$ cat src/rtl/eei.sv
// Shared CSR address constants and types for the hardware performance monitor bank.
package eei;

    localparam logic [11:0] MCOUNTINHIBIT = 12'h320;
    localparam logic [11:0] MHPMEVENT3    = 12'h323;
    localparam logic [11:0] MHPMCOUNTER3  = 12'hB03;
    localparam logic [11:0] HPMCOUNTER3   = 12'hC03;

    // Offset of index 31 from index 3 within each HPM address group.
    localparam logic [11:0] HPM_LAST_OFS = 12'd28;

    localparam int unsigned LOCAL_COUNTER_OVERFLOW_INTERRUPT = 13;

    localparam int unsigned HPM_SEL_W = 8;

    typedef struct packed {
        logic                 of;
        logic [HPM_SEL_W-1:0] sel;
    } HpmEvent;

    function automatic logic in_hpm_range(input logic [11:0] addr, input logic [11:0] base);
        return (addr >= base) && (addr <= base + HPM_LAST_OFS);
    endfunction

endpackage

$ cat src/rtl/hpm_counter_bank_counter.sv
// One HPM counter with its event selector and sticky overflow flag.
module hpm_counter
    import eei::*;
#(
    parameter int unsigned COUNTER_WIDTH = 64,
    parameter int unsigned NUM_EVENTS    = 8,
    parameter int unsigned EVT_W         = 4
) (
    input  logic                     clk,
    input  logic                     rst,
    input  logic                     i_cnt_we,
    input  logic [COUNTER_WIDTH-1:0] i_cnt_wdata,
    input  logic                     i_evt_we,
    input  logic                     i_evt_of,
    input  logic [EVT_W-1:0]         i_evt_sel,
    input  logic [NUM_EVENTS-1:0]    i_events,
    input  logic                     i_inhibit,
    output logic [COUNTER_WIDTH-1:0] o_count,
    output HpmEvent                  o_evt
);

    logic [COUNTER_WIDTH-1:0] r_count;
    logic                     r_of;
    logic [EVT_W-1:0]         r_sel;

    logic w_evt;
    logic w_inc;
    logic w_wrap;

    // Selector values outside 1..NUM_EVENTS match no line and never count.
    always_comb begin
        w_evt = 1'b0;
        for (int k = 0; k < int'(NUM_EVENTS); k++) begin
            if (r_sel == EVT_W'(k + 1)) begin
                w_evt = i_events[k];
            end
        end
    end

    assign w_inc  = w_evt && !i_inhibit;
    assign w_wrap = w_inc && (&r_count) && !i_cnt_we;

    always_ff @(posedge clk or negedge rst) begin
        if (!rst) begin
            r_count <= '0;
            r_of    <= 1'b0;
            r_sel   <= '0;
        end else begin
            if (i_cnt_we) begin
                r_count <= i_cnt_wdata;
            end else if (w_inc) begin
                r_count <= r_count + COUNTER_WIDTH'(1);
            end
            // A wrap in the same cycle as a software clear keeps OF set.
            if (w_wrap) begin
                r_of <= 1'b1;
            end else if (i_evt_we) begin
                r_of <= i_evt_of;
            end
            if (i_evt_we) begin
                r_sel <= i_evt_sel;
            end
        end
    end

    assign o_count   = r_count;
    assign o_evt.of  = r_of;
    assign o_evt.sel = HPM_SEL_W'(r_sel);

endmodule

$ cat src/rtl/hpm_counter_bank.sv
// HPM counter bank: CSR decode, read mux, mcountinhibit and overflow interrupt request.
module hpm_counter_bank
    import eei::*;
#(
    parameter int unsigned XLEN          = 64,
    parameter int unsigned NUM_COUNTERS  = 4,
    parameter int unsigned COUNTER_WIDTH = 64,
    parameter int unsigned NUM_EVENTS    = 8
) (
    input  logic                  clk,
    input  logic                  rst,
    input  logic                  csr_valid,
    input  logic                  csr_we,
    input  logic [11:0]           csr_addr,
    input  logic [XLEN-1:0]       csr_wdata,
    output logic                  csr_hit,
    output logic [XLEN-1:0]       csr_rdata,
    output logic                  csr_illegal,
    input  logic [NUM_EVENTS-1:0] events,
    output logic                  ovf_irq
);

    localparam int unsigned EVT_W = $clog2(NUM_EVENTS + 1);

    logic [NUM_COUNTERS-1:0]  r_inhibit;

    logic [4:0]               w_idx;
    logic                     w_is_inh;
    logic                     w_is_evt;
    logic                     w_is_mcnt;
    logic                     w_is_ucnt;
    logic                     w_wr;
    logic [COUNTER_WIDTH-1:0] w_count [NUM_COUNTERS];
    HpmEvent                  w_evt   [NUM_COUNTERS];

    assign w_idx     = csr_addr[4:0];
    assign w_is_inh  = (csr_addr == MCOUNTINHIBIT);
    assign w_is_evt  = in_hpm_range(csr_addr, MHPMEVENT3);
    assign w_is_mcnt = in_hpm_range(csr_addr, MHPMCOUNTER3);
    assign w_is_ucnt = in_hpm_range(csr_addr, HPMCOUNTER3);

    assign csr_hit     = w_is_inh || w_is_evt || w_is_mcnt || w_is_ucnt;
    assign w_wr        = csr_valid && csr_we;
    assign csr_illegal = w_wr && w_is_ucnt;

    always_ff @(posedge clk or negedge rst) begin
        if (!rst) begin
            r_inhibit <= '0;
        end else if (w_wr && w_is_inh) begin
            r_inhibit <= csr_wdata[3 +: NUM_COUNTERS];
        end
    end

    for (genvar g = 0; g < int'(NUM_COUNTERS); g++) begin : g_cnt
        localparam logic [4:0] IDX = 5'(g + 3);

        hpm_counter #(
            .COUNTER_WIDTH (COUNTER_WIDTH),
            .NUM_EVENTS    (NUM_EVENTS),
            .EVT_W         (EVT_W)
        ) u_cnt (
            .clk         (clk),
            .rst         (rst),
            .i_cnt_we    (w_wr && w_is_mcnt && (w_idx == IDX)),
            .i_cnt_wdata (csr_wdata[COUNTER_WIDTH-1:0]),
            .i_evt_we    (w_wr && w_is_evt && (w_idx == IDX)),
            .i_evt_of    (csr_wdata[XLEN-1]),
            .i_evt_sel   (csr_wdata[EVT_W-1:0]),
            .i_events    (events),
            .i_inhibit   (r_inhibit[g]),
            .o_count     (w_count[g]),
            .o_evt       (w_evt[g])
        );
    end

    // Unimplemented indices fall through every match and read as zero.
    always_comb begin
        csr_rdata = '0;
        if (w_is_inh) begin
            csr_rdata[3 +: NUM_COUNTERS] = r_inhibit;
        end
        for (int i = 0; i < int'(NUM_COUNTERS); i++) begin
            if (w_idx == 5'(i + 3)) begin
                if (w_is_mcnt || w_is_ucnt) begin
                    csr_rdata = XLEN'(w_count[i]);
                end else if (w_is_evt) begin
                    csr_rdata[XLEN-1]        = w_evt[i].of;
                    csr_rdata[HPM_SEL_W-1:0] = w_evt[i].sel;
                end
            end
        end
    end

    always_comb begin
        ovf_irq = 1'b0;
        for (int i = 0; i < int'(NUM_COUNTERS); i++) begin
            ovf_irq = ovf_irq | w_evt[i].of;
        end
    end

endmodule

$ cat config.mk
export PLATFORM = sky130hd
export DESIGN_NAME = hpm_counter_bank
export DESIGN_NICKNAME = d
export VERILOG_FILES = /design/src/rtl/eei.sv /design/src/rtl/hpm_counter_bank_counter.sv /design/src/rtl/hpm_counter_bank.sv
export SDC_FILE = /design/constraint.sdc
export NUM_CORES = 1
export LEC_CHECK = 0
export BUFFER_PORTS_ARGS = -buffer_cell sky130_fd_sc_hd__clkbuf_2
export CORE_UTILIZATION = 50
export CTS_CLUSTER_SIZE = 10
export DETAILED_ROUTE_END_ITERATION = 10
export GPL_TIMING_DRIVEN = 1
export PLACE_DENSITY = 0.69
export SLEW_MARGIN = 30
export SYNTH_ARGS = -nofsm -noshare
export SYNTH_HDL_FRONTEND = slang
export SYNTH_SLANG_ARGS = --single-unit
export TNS_END_PERCENT = 1
$ cat constraint.sdc
create_clock -name clk -period 3.6 [get_ports clk]
set_input_delay 0.36 -clock clk [delete_from_list [all_inputs] [get_ports clk]]
set_output_delay 0.36 -clock clk [all_outputs]
set_load 0.1 [all_outputs]
* Word level (Yosys, flattened, before mapping) *
Cells that the tools add are included.

cells by class
  reduce and logical (&&, ||, !) cells = 52
  bitwise gates (word level) = 3
  eq/ne operators = 37
  add/subtract/negate cells = 4
  $lt $le $gt $ge = 6
  muxes and demuxes = 73

operators with widths
  kind                     count
  $mux W64                 12
  $add A64 B1 Y64 const B  4
  $reduce_and A64 Y1       4
  $mux W55                 4
  $eq A4 B3 Y1 const B     16
  $mux W8                  7
  $mux W1                  48
  $eq A4 B2 Y1 const B     8
  $logic_and A1 B1 Y1      28
  $ge A12 B12 Y1 const B   2
  $le A12 B12 Y1 const B   2
  $eq A4 B1 Y1 const B     4
  $eq A4 B4 Y1 const B     4
  $reduce_bool A2 Y1       8
  $eq A5 B3 Y1 const B     3
  $eq A12 B10 Y1 const B   1
  $ge A12 B10 Y1 const B   1
  $le A12 B10 Y1 const B   1
  $logic_not A1 Y1         8
  $mux W7                  1
  $eq A5 B2 Y1 const B     1
  $logic_or A1 B1 Y1       4
  $mux W4                  1
  $or A1 B1 Y1             3

word-level totals
  word-level logic and storage cells = 188
  bits of input ports = 88
  flip-flop bits (word level) = 280
  output and inout port bits = 67

* Logic depth before layout (Yosys ltp) *
Gate-level depths: netlist (run 1).

  word-level depth = 14
  gate-level depth with buffers = 9
  depth with buffers taken out = 7

* By module *
Synthesis (run 1) repeated with hierarchy kept, for this count alone.

second synthesis, totals
  cell total of the unflattened synthesis = 2536
  area total of the unflattened synthesis = 20646.1 µm²

by module, submodules not included
  module            area an instance (µm²)  seq. area each (µm²)  times used  cells an instance
  hpm_counter       4563.1                  1726.7                4           541
  hpm_counter_bank  2393.5                  100.1                 1           372

* Least setup slack after synthesis (run 1) *
OpenSTA, ideal clock, no wires.

  path kind = input-to-output
  from = in csr_addr[11]
  to = out csr_rdata[1]
  path buffers = 1
  arrival = 3.591 ns
  stages on the path = 5
  setup slack = -0.351 ns
  required time = 3.240 ns
  cell sequence = or4b_2 > nor3_1 > clkbuf_1 > a22oi_1 > o221ai_1

on the way
  cells in the longest elaborated chain, start to end = 14
  elaborated cells between the ends (all ways) = 22
  those cells by class = order compare: 6; mux: 12; reduce/logical: 4

RTL lines
  element                                               RTL line                                        source
  start: declaration                                    hpm_counter_bank.sv:14                          input logic [11:0] csr_addr,
  $ge A12 B10 Y1 (tied with other cells)                eei.sv:22                                       return (addr >= base) && (addr <= base + HPM_LAST_OFS);
  $logic_and A1 B1 Y1                                   eei.sv:22
  $mux W7 / $logic_or A1 B1 Y1 (equally long branches)  hpm_counter_bank.sv:86, hpm_counter_bank.sv:84
  $mux W8                                               hpm_counter_bank.sv:84                          if (w_is_mcnt || w_is_ucnt) begin
  $mux W64                                              hpm_counter_bank.sv:83                          if (w_idx == 5'(i + 3)) begin
  $mux W8                                               hpm_counter_bank.sv:86                          end else if (w_is_evt) begin
  $mux W8                                               hpm_counter_bank.sv:84
  $mux W64                                              hpm_counter_bank.sv:83
  $mux W8                                               hpm_counter_bank.sv:86
  $mux W8                                               hpm_counter_bank.sv:84
  $mux W64                                              hpm_counter_bank.sv:83
  $mux W8                                               hpm_counter_bank.sv:86
  $mux W8                                               hpm_counter_bank.sv:84
  $mux W64 *                                            hpm_counter_bank.sv:83
  end: declaration                                      hpm_counter_bank.sv:17                          output logic [XLEN-1:0] csr_rdata,

Mark *: on every way between the ends. The rest lies on a longest branch, timed or not.

* Final worst setup path (run 1) *
  from = reg g_cnt[3].u_cnt.r_count[37]
  to = reg g_cnt[3].u_cnt.r_count[63]

on the way
  cells in the longest elaborated chain, start to end = 3

RTL lines
  element                   RTL line                        source
  start: declaration        hpm_counter_bank_counter.sv:22  logic [COUNTER_WIDTH-1:0] r_count;
  start signal: assignment  hpm_counter_bank_counter.sv:50  r_count <= i_cnt_wdata;
  start signal: assignment  hpm_counter_bank_counter.sv:52  r_count <= r_count + COUNTER_WIDTH'(1);
  $add A64 B1 Y64           hpm_counter_bank_counter.sv:52
  $mux W64                  hpm_counter_bank_counter.sv:51  end else if (w_inc) begin
  $mux W64                  hpm_counter_bank_counter.sv:49  if (i_cnt_we) begin

No other way between the ends. The select of a mux whose other input is x is not followed.
A chain may end at the register's enable or synchronous reset.

==> results of run 1 <==
cells by family after synthesis:
| group | synth area share |
|---|---|
| AOI/OAI and AO/OA | 0.146 |
| xor gates and xnor gates | 0.105 |
| adders and majority gates | 0.00273 |
| buffers and inverters | 0.0406 |
| DFF | 0.382 |
| muxes | 0.0490 |
| and+or+nand+nor | 0.276 |
registers in the layout, indices dropped and copies added, names as in the netlist:
register and cells:
g_cnt.u_cnt.o_count 256, g_cnt.u_cnt.r_of 4, g_cnt.u_cnt.r_sel 16, r_inhibit 4
synthesized netlist by cell type, types with 5 or more instances:
library cell | n | area share
mux2_2 | 65 | 0.040
a222oi_1 | 59 | 0.032
a21oi_1 | 222 | 0.061
nor2_1 | 313 | 0.064
a31oi_1 | 28 | 0.0095
nor3_1 | 66 | 0.018
xnor2_1 | 206 | 0.098
o311ai_0 | 8 | 0.0038
buf_2 | 17 | 0.0046
buf_1 | 16 | 0.0033
o21ai_0 | 50 | 0.014
nor4b_1 | 23 | 0.011
nand3b_1 | 5 | 0.0020
mux2i_1 | 10 | 0.0055
nand4b_1 | 5 | 0.0024
nand4_1 | 81 | 0.028
or3_1 | 16 | 0.0055
nor4_1 | 127 | 0.043
or4_1 | 12 | 0.0049
nand2_1 | 165 | 0.034
and2_1 | 9 | 0.0031
xor2_1 | 13 | 0.0062
a22oi_1 | 12 | 0.0049
o31ai_1 | 11 | 0.0045
nand3_1 | 115 | 0.031
inv_1 | 29 | 0.0059
and4_1 | 13 | 0.0062
nor2b_1 | 5 | 0.0017
and3_1 | 24 | 0.0082
dfrtp_1 | 280 | 0.38
a21o_1 | 5 | 0.0020
clkbuf_1 | 125 | 0.026
power breakdown:
part           total, mW  switching, mW  internal, mW
combinational      0.321          0.230        0.0910
clock               3.18           1.31          1.87
sequential          3.19         0.0279          3.17
metrics by stage:
stage	hold WS, ps	cells	setup WS [ps]	power (mW)
finish	159	2776	367	6.70
global route	164	2776	256	6.88
CTS	148	2776	428	6.72
detailed placement	362	2730	367	3.57
global placement	366	2730	481	3.56
floorplan	64.4	2197	-351	3.33
per-layer routing:
layer | global-route usage | up-vias | part of all wire
met5 | 0 | - | 0
met4 | 0.146 | 0 | 0.042
met3 | 0.0635 | 195 | 0.10
met2 | 0.555 | 1133 | 0.46
met1 | 0.463 | 8904 | 0.40
li1 | - | 8300 | -
critical path: stages (launching register included):
cell	delay, ps
dfrtp_1	470
nand4_1	170
nor4_1	680
nand4_1	270
buf_4	260
or3_1	560
or4_1	550
a31oi_1	190
cells in the final DEF (no fill, tap or decap), drive strengths merged, types with 51 or more instances in the layout:
master and instances:
nand4 81, nand2 165, nor2 313, nor3 68
dfrtp 280, nor4 130, buf 144, xnor2 206
a222oi 59, clkbuf 133, a21oi 222, nand3 116
mux2 65, o21ai 51
layout make-up:
type | count | area [µm²]
clock buffer | 45 | 976
fill | 3095 | 14000
inverter | 29 | 109
multi-input combinational | 1728 | 10700
sequential | 280 | 7010
tap | 461 | 577
timing repair buffer | 233 | 2480
worst min-delay path by stage:
| stage | startpoint | endpoint | slack [ps] | cells after the start |
|---|---|---|---|---|
| global placement | rst | g_cnt[1].u_cnt.o_count[46]$_DFFE_PN0P_ | 370 | 1 |
| detailed placement | rst | g_cnt[1].u_cnt.o_count[47]$_DFFE_PN0P_ | 360 | 1 |
| finish | csr_wdata[24] | g_cnt[0].u_cnt.o_count[24]$_DFFE_PN0P_ | 160 | 3 |
| CTS | csr_wdata[7] | g_cnt[0].u_cnt.o_count[7]$_DFFE_PN0P_ | 150 | 3 |
| global route | csr_wdata[19] | g_cnt[0].u_cnt.o_count[19]$_DFFE_PN0P_ | 160 | 3 |
| floorplan | rst | g_cnt[0].u_cnt.o_count[0]$_DFFE_PN0P_ | 60 | 0 |
==> impl_metrics.csv, run 1 <==
group,metric,value,unit
setup_path,cp-endpoint,"g_cnt[3].u_cnt.o_count[63]$_DFFE_PN0P_",
setup_path,crit_path_max_fanout,13,
floorplanning,rows,69,
sta,max_freq,309,MHz
cts,cts_tree,"yes",
final_layout,layout-drive-gt1-share,0.163,
yosys,synth.net_count,2289,
sta,hold_violations,0,
setup_path,crit_arrival,3660,ps
detailed_routing,vias_per_cell,6.68,
detailed_routing,wl_per_cell,23.6,µm
sta,setup_tns,0,ps
floorplanning,core_area,35800,µm²
cts,cts.htree.levels,2,
outcome,violations,"DRC",
floorplanning,die_x,194,µm
grt,antenna_found_initial,0,
yosys,async_flop_share,1.00,
outcome,status,"finished, violations left",
placed_design,place_hpwl,45.9,mm
power_and_ir_drop,p_leak,8.28,nW
cts,post_cts_buffers,0,
floorplanning,start_util,0.512,
grt,grt_max_degree,118,
placed_design,routabilityCongestion,0.935,
sta,tightest_slew,973,ps
yosys,synth_seq_cells,280,
setup_path,regToRegEndpoint,"g_cnt[3].u_cnt.o_count[63]$_DFFE_PN0P_",
yosys,syn_area,18300,µm²
detailed_routing,initialDrtViolationCount,2438,
sta,clock_skew,16.3,ps
placed_design,placed_cell_area,20900,µm²
power_and_ir_drop,powerDensity,306,nW/µm²
cts,clkLatencyLatePin,510,ps
yosys,synthFlopType,"dfrtp_1",
yosys,avgSynthCellArea,8.35,µm²
detailed_routing,first_pass_iters,11,
grt,grt_pass1_wl,103,mm
setup_path,crit_type,"flop to flop",
setup_path,rr_startpoint,"g_cnt[3].u_cnt.o_count[37]$_DFFE_PN0P_",
final_layout,syn_to_final_growth,19.1,%
floorplanning,dieArea,37500,µm²
power_and_ir_drop,vdd_drop_max,0.281,mV
final_layout,nNetsFinal,2398,
cts,cts-root-buf,"clkbuf_16",
setup_path,reg2reg_depth,7,
sta,worst_slew_margin_rel,0.350,
grt,grt_use_total,0.347,
setup_path,critPathLaunch,"g_cnt[3].u_cnt.o_count[37]$_DFFE_PN0P_",
yosys,synth_edf_count,0,
hold_path,min_path_type,"input port to flop",
setup_path,cp.required,4020,ps
cts,clock-sinks,280,
detailed_routing,ant_nets,0,
sta,finalCriticalPeriod,3230,ps
detailed_routing,remaining_drc_errors,4,
cts,cts_buffer_depth,3,
final_layout,final_cell_area,21800,µm²
grt,grt_pass1_vias,18000,
sta,fin_crit_sh,0.898,
floorplanning,io_pins,155,
sta,rsz0062_at_grt,"false",
setup_path,cp-end-kind,"flop",
yosys,synthCells,2197,
sta,slew_violations,0,
setup_path,cp-start-kind,"flop",
yosys,ys_seq_area_frac,0.382,
floorplanning,die_h,194,µm
cts,post_cts_resize_count,0,
flow_run,cap_violations,0,
cts,cts_buffers,34,
placed_design,portBuffers,154,
detailed_routing,routed_wirelength,65.5,mm
final_layout,num_antenna_cells,0,
final_layout,post-route-util,0.610,
cts,holdBufCountCts,1,
yosys,yosys_warnings,0,
cts,clk_pin_slew,60,ps
grt,overflow,0,
yosys,synth_cell_types,69,
sta,report.final.setup_viol,0,
setup_path,r2r_slack,370,ps
detailed_routing,dr_total_vias,18500,
(Power assumes the default switching activity.)
==> run 2: changes to the inputs <==
--- a/config.mk
+++ b/config.mk
@@ -6,6 +6,7 @@
 export NUM_CORES = 1
 export LEC_CHECK = 0
 export BUFFER_PORTS_ARGS = -buffer_cell sky130_fd_sc_hd__clkbuf_2
+export CORE_ASPECT_RATIO = 0.7
 export CORE_UTILIZATION = 50
 export CTS_CLUSTER_SIZE = 10
 export DETAILED_ROUTE_END_ITERATION = 10
==> constraint.sdc (replaced) <==
create_clock -name clk -period 3.2 [get_ports clk]
set_input_delay 0.32 -clock clk [delete_from_list [all_inputs] [get_ports clk]]
set_output_delay 0.32 -clock clk [all_outputs]
set_load 0.1 [all_outputs]
==> run 2 against run 1 <==
Compared with the run above:
- the flow still finishes with violations (DRC)
- global-route usage up 2.5 points
- power increased by 15%
- clock skew increased by 4.7 ps
- critical path depth unchanged
- final cell count up 1.4%
- first-iteration DRC count increased by 29%
- sequential power up 13%
- register-to-register slack worse by 340 ps
- maximum frequency up 2.0%
- die area about the same
- setup slack lost 340 ps
- combinational power increased by 17%
- critical endpoint unchanged
- largest cell class unchanged
==> impl_metrics.csv, run 2 (synthesized netlist as in run 1, its figures left out) <==
group,metric,value,unit
floorplanning,dieArea,37500,µm²
sta,rsz0062_at_grt,"false",
grt,antenna_found_initial,1,
final_layout,largest_reg_flops,256,
setup_path,regToRegEndpoint,"g_cnt[3].u_cnt.o_count[63]$_DFFE_PN0P_",
setup_path,cp-end-kind,"flop",
placed_design,placed_cells,2766,
hold_path,hold_depth,3,
detailed_routing,ant_nets,0,
setup_path,cp.required,3640,ps
final_layout,fin_cells,2815,
sta,fin_crit_sh,0.990,
cts,cts_buffers,35,
cts,clock-sinks,280,
grt,grt_use_total,0.373,
setup_path,path_cells,"nand4_1, nor4_1, buf_4, nand4_1, or3_1, or4_1, a31oi_1",
setup_path,crit_cells,7,
cts,clk_pin_slew,60,ps
floorplanning,io_pins,155,
floorplanning,start_util,0.510,
setup_path,crit_arrival,3610,ps
setup_path,crit_type,"flop to flop",
detailed_routing,wl_met1,30.0,mm
floorplanning,core_area,36000,µm²
final_layout,num_antenna_cells,0,
floorplanning,rows,58,
final_layout,final_cell_area,22100,µm²
setup_path,critPathSlowestCell,"nor4_1",
setup_path,cp-start-kind,"flop",
final_layout,mostFrequentLayoutCell,"nor2_1",
detailed_routing,wl_met3,9.27,mm
setup_path,critPathTopFamily,"simple AND/OR/NAND/NOR gates",
power_and_ir_drop,vdd_drop_max,0.368,mV
sta,worst_slew_margin_rel,0.301,
final_layout,syn_to_final_growth,20.4,%
detailed_routing,routed_wirelength,70.4,mm
placed_design,place_worst_setup_slack,62.1,ps
placed_design,portBuffers,154,
cts,cts-root-buf,"clkbuf_16",
final_layout,fillers,3155,
floorplanning,die_h,162,µm
detailed_routing,wl_per_cell,25.0,µm
detailed_routing,top_layer,"met5",
setup_path,reg2reg_depth,7,
outcome,status,"finished, violations left",
floorplanning,die_x,231,µm
sta,max_freq,316,MHz
grt,grt_pass1_wl,107,mm
cts,post_cts_buffers,0,
grt,overflow,0,
sta,report.final.setup_viol,0,
setup_path,r2r_slack,30,ps
detailed_routing,wl_met2,29.4,mm
placed_design,place_hpwl,50.5,mm
final_layout,layout-drive-gt1-share,0.170,
hold_path,min_path_type,"input port to flop",
cts,cts_tree,"yes",
sta,fin_ws,30.5,ps
sta,hold_violations,0,
cts,cts_buffer_depth,3,
setup_path,crit_path_max_fanout,13,
grt,grt_max_degree,83,
cts,clkLatencyLatePin,530,ps
placed_design,routabilityCongestion,0.953,
cts,cts.htree.levels,2,
sta,finalCriticalPeriod,3170,ps
power_and_ir_drop,powerDensity,347,nW/µm²
sta,tightest_slew,1040,ps
detailed_routing,vias_per_cell,6.75,
grt,grt_pass1_vias,17500,
power_and_ir_drop,p_leak,8.40,nW
placed_design,placed_cell_area,21100,µm²
sta,clock_skew,21.0,ps
setup_path,path_buf_inv,1,
final_layout,nNetsFinal,2416,
setup_path,critical_path.most_common_cell,"nand4_1",
flow_run,cap_violations,0,
detailed_routing,initialDrtViolationCount,3153,
setup_path,slowest_delay,630,ps
outcome,violations,"DRC",
sta,slew_violations,0,
final_layout,layout_common_cells,"nor2_1, dfrtp_1, a21oi_1, xnor2_1, nand2_1",
hold_path,hold_start,"csr_wdata[18]",
setup_path,rr_startpoint,"g_cnt[3].u_cnt.o_count[31]$_DFFE_PN0P_",
detailed_routing,dr_total_vias,19000,
detailed_routing,first_pass_iters,11,
hold_path,hold_path_end,"g_cnt[0].u_cnt.o_count[18]$_DFFE_PN0P_",
detailed_routing,remaining_drc_errors,1,
run 2: cell types whose count changed in the layout (fill, tap and decap cells not counted), sizes merged:
cell,delta
clkbuf,+1
buf,+18
inv,+1
run 2: cell type report:
type,count,area (µm²),area share
multi-input combinational,1728,10700,0.485
sequential,280,7010,0.317
timing repair buffer,250,2670,0.121
clock buffer,47,983,0.0445
tap,480,601,0.0272
inverter,29,109,0.00493
clock inverter,1,8.76,0.000396
run 2: report_power, final:
part | internal (mW) | switching [mW] | leakage (nW)
clock | 2.12 | 1.58 | 0.484
sequential | 3.56 | 0.0308 | 3.88
combinational | 0.107 | 0.270 | 4.03
total | 5.79 | 1.88 | 8.40
run 2: through the flow:
step,power (mW),setup TNS [ps],hold slack (ps),util
finish,7.67,0,77.2,0.614
global placement,4.02,0,379,0.586
global route,7.85,0,80.0,0.614
detailed placement,4.02,0,382,0.586
floorplan,3.75,-1790,24.4,-
CTS,7.68,0,60.3,0.613
run 2: worst max path at each step:
stage	from	endpoint	slack, ps
2_1_floorplan	csr_addr[4]	csr_rdata[50]	-120
3_3_place_gp	csr_addr[11]	csr_rdata[3]	80
3_5_place_dp	csr_addr[11]	csr_rdata[3]	60
4_1_cts	csr_addr[11]	csr_rdata[3]	60
5_1_grt	g_cnt[0].u_cnt.r_sel[2]$_DFFE_PN0P_	g_cnt[0].u_cnt.o_count[31]$_DFFE_PN0P_	30
6_report	g_cnt[3].u_cnt.o_count[31]$_DFFE_PN0P_	g_cnt[3].u_cnt.o_count[63]$_DFFE_PN0P_	30
run 2: timing repair:
action,in CTS,in global routing
hold buffers,1,0
endpoints found under the hold margin,79,0
gates resized for setup,0,0
run 2: worst min-delay path, delay by kind of cell:
kind | cells | cell delay [ps]
buffers and inverters | 1 | 130
AO/OA/AOI/OAI | 1 | 60
AND/OR/NAND/NOR | 1 | 60
run 2: layer usage:
| metal | vias to the layer above | track usage |
|---|---|---|
| met5 | - | 0 |
| met4 | 2 | 0.100 |
| met3 | 129 | 0.0834 |
| met2 | 1309 | 0.533 |
| met1 | 9219 | 0.561 |
| li1 | 8343 | - |
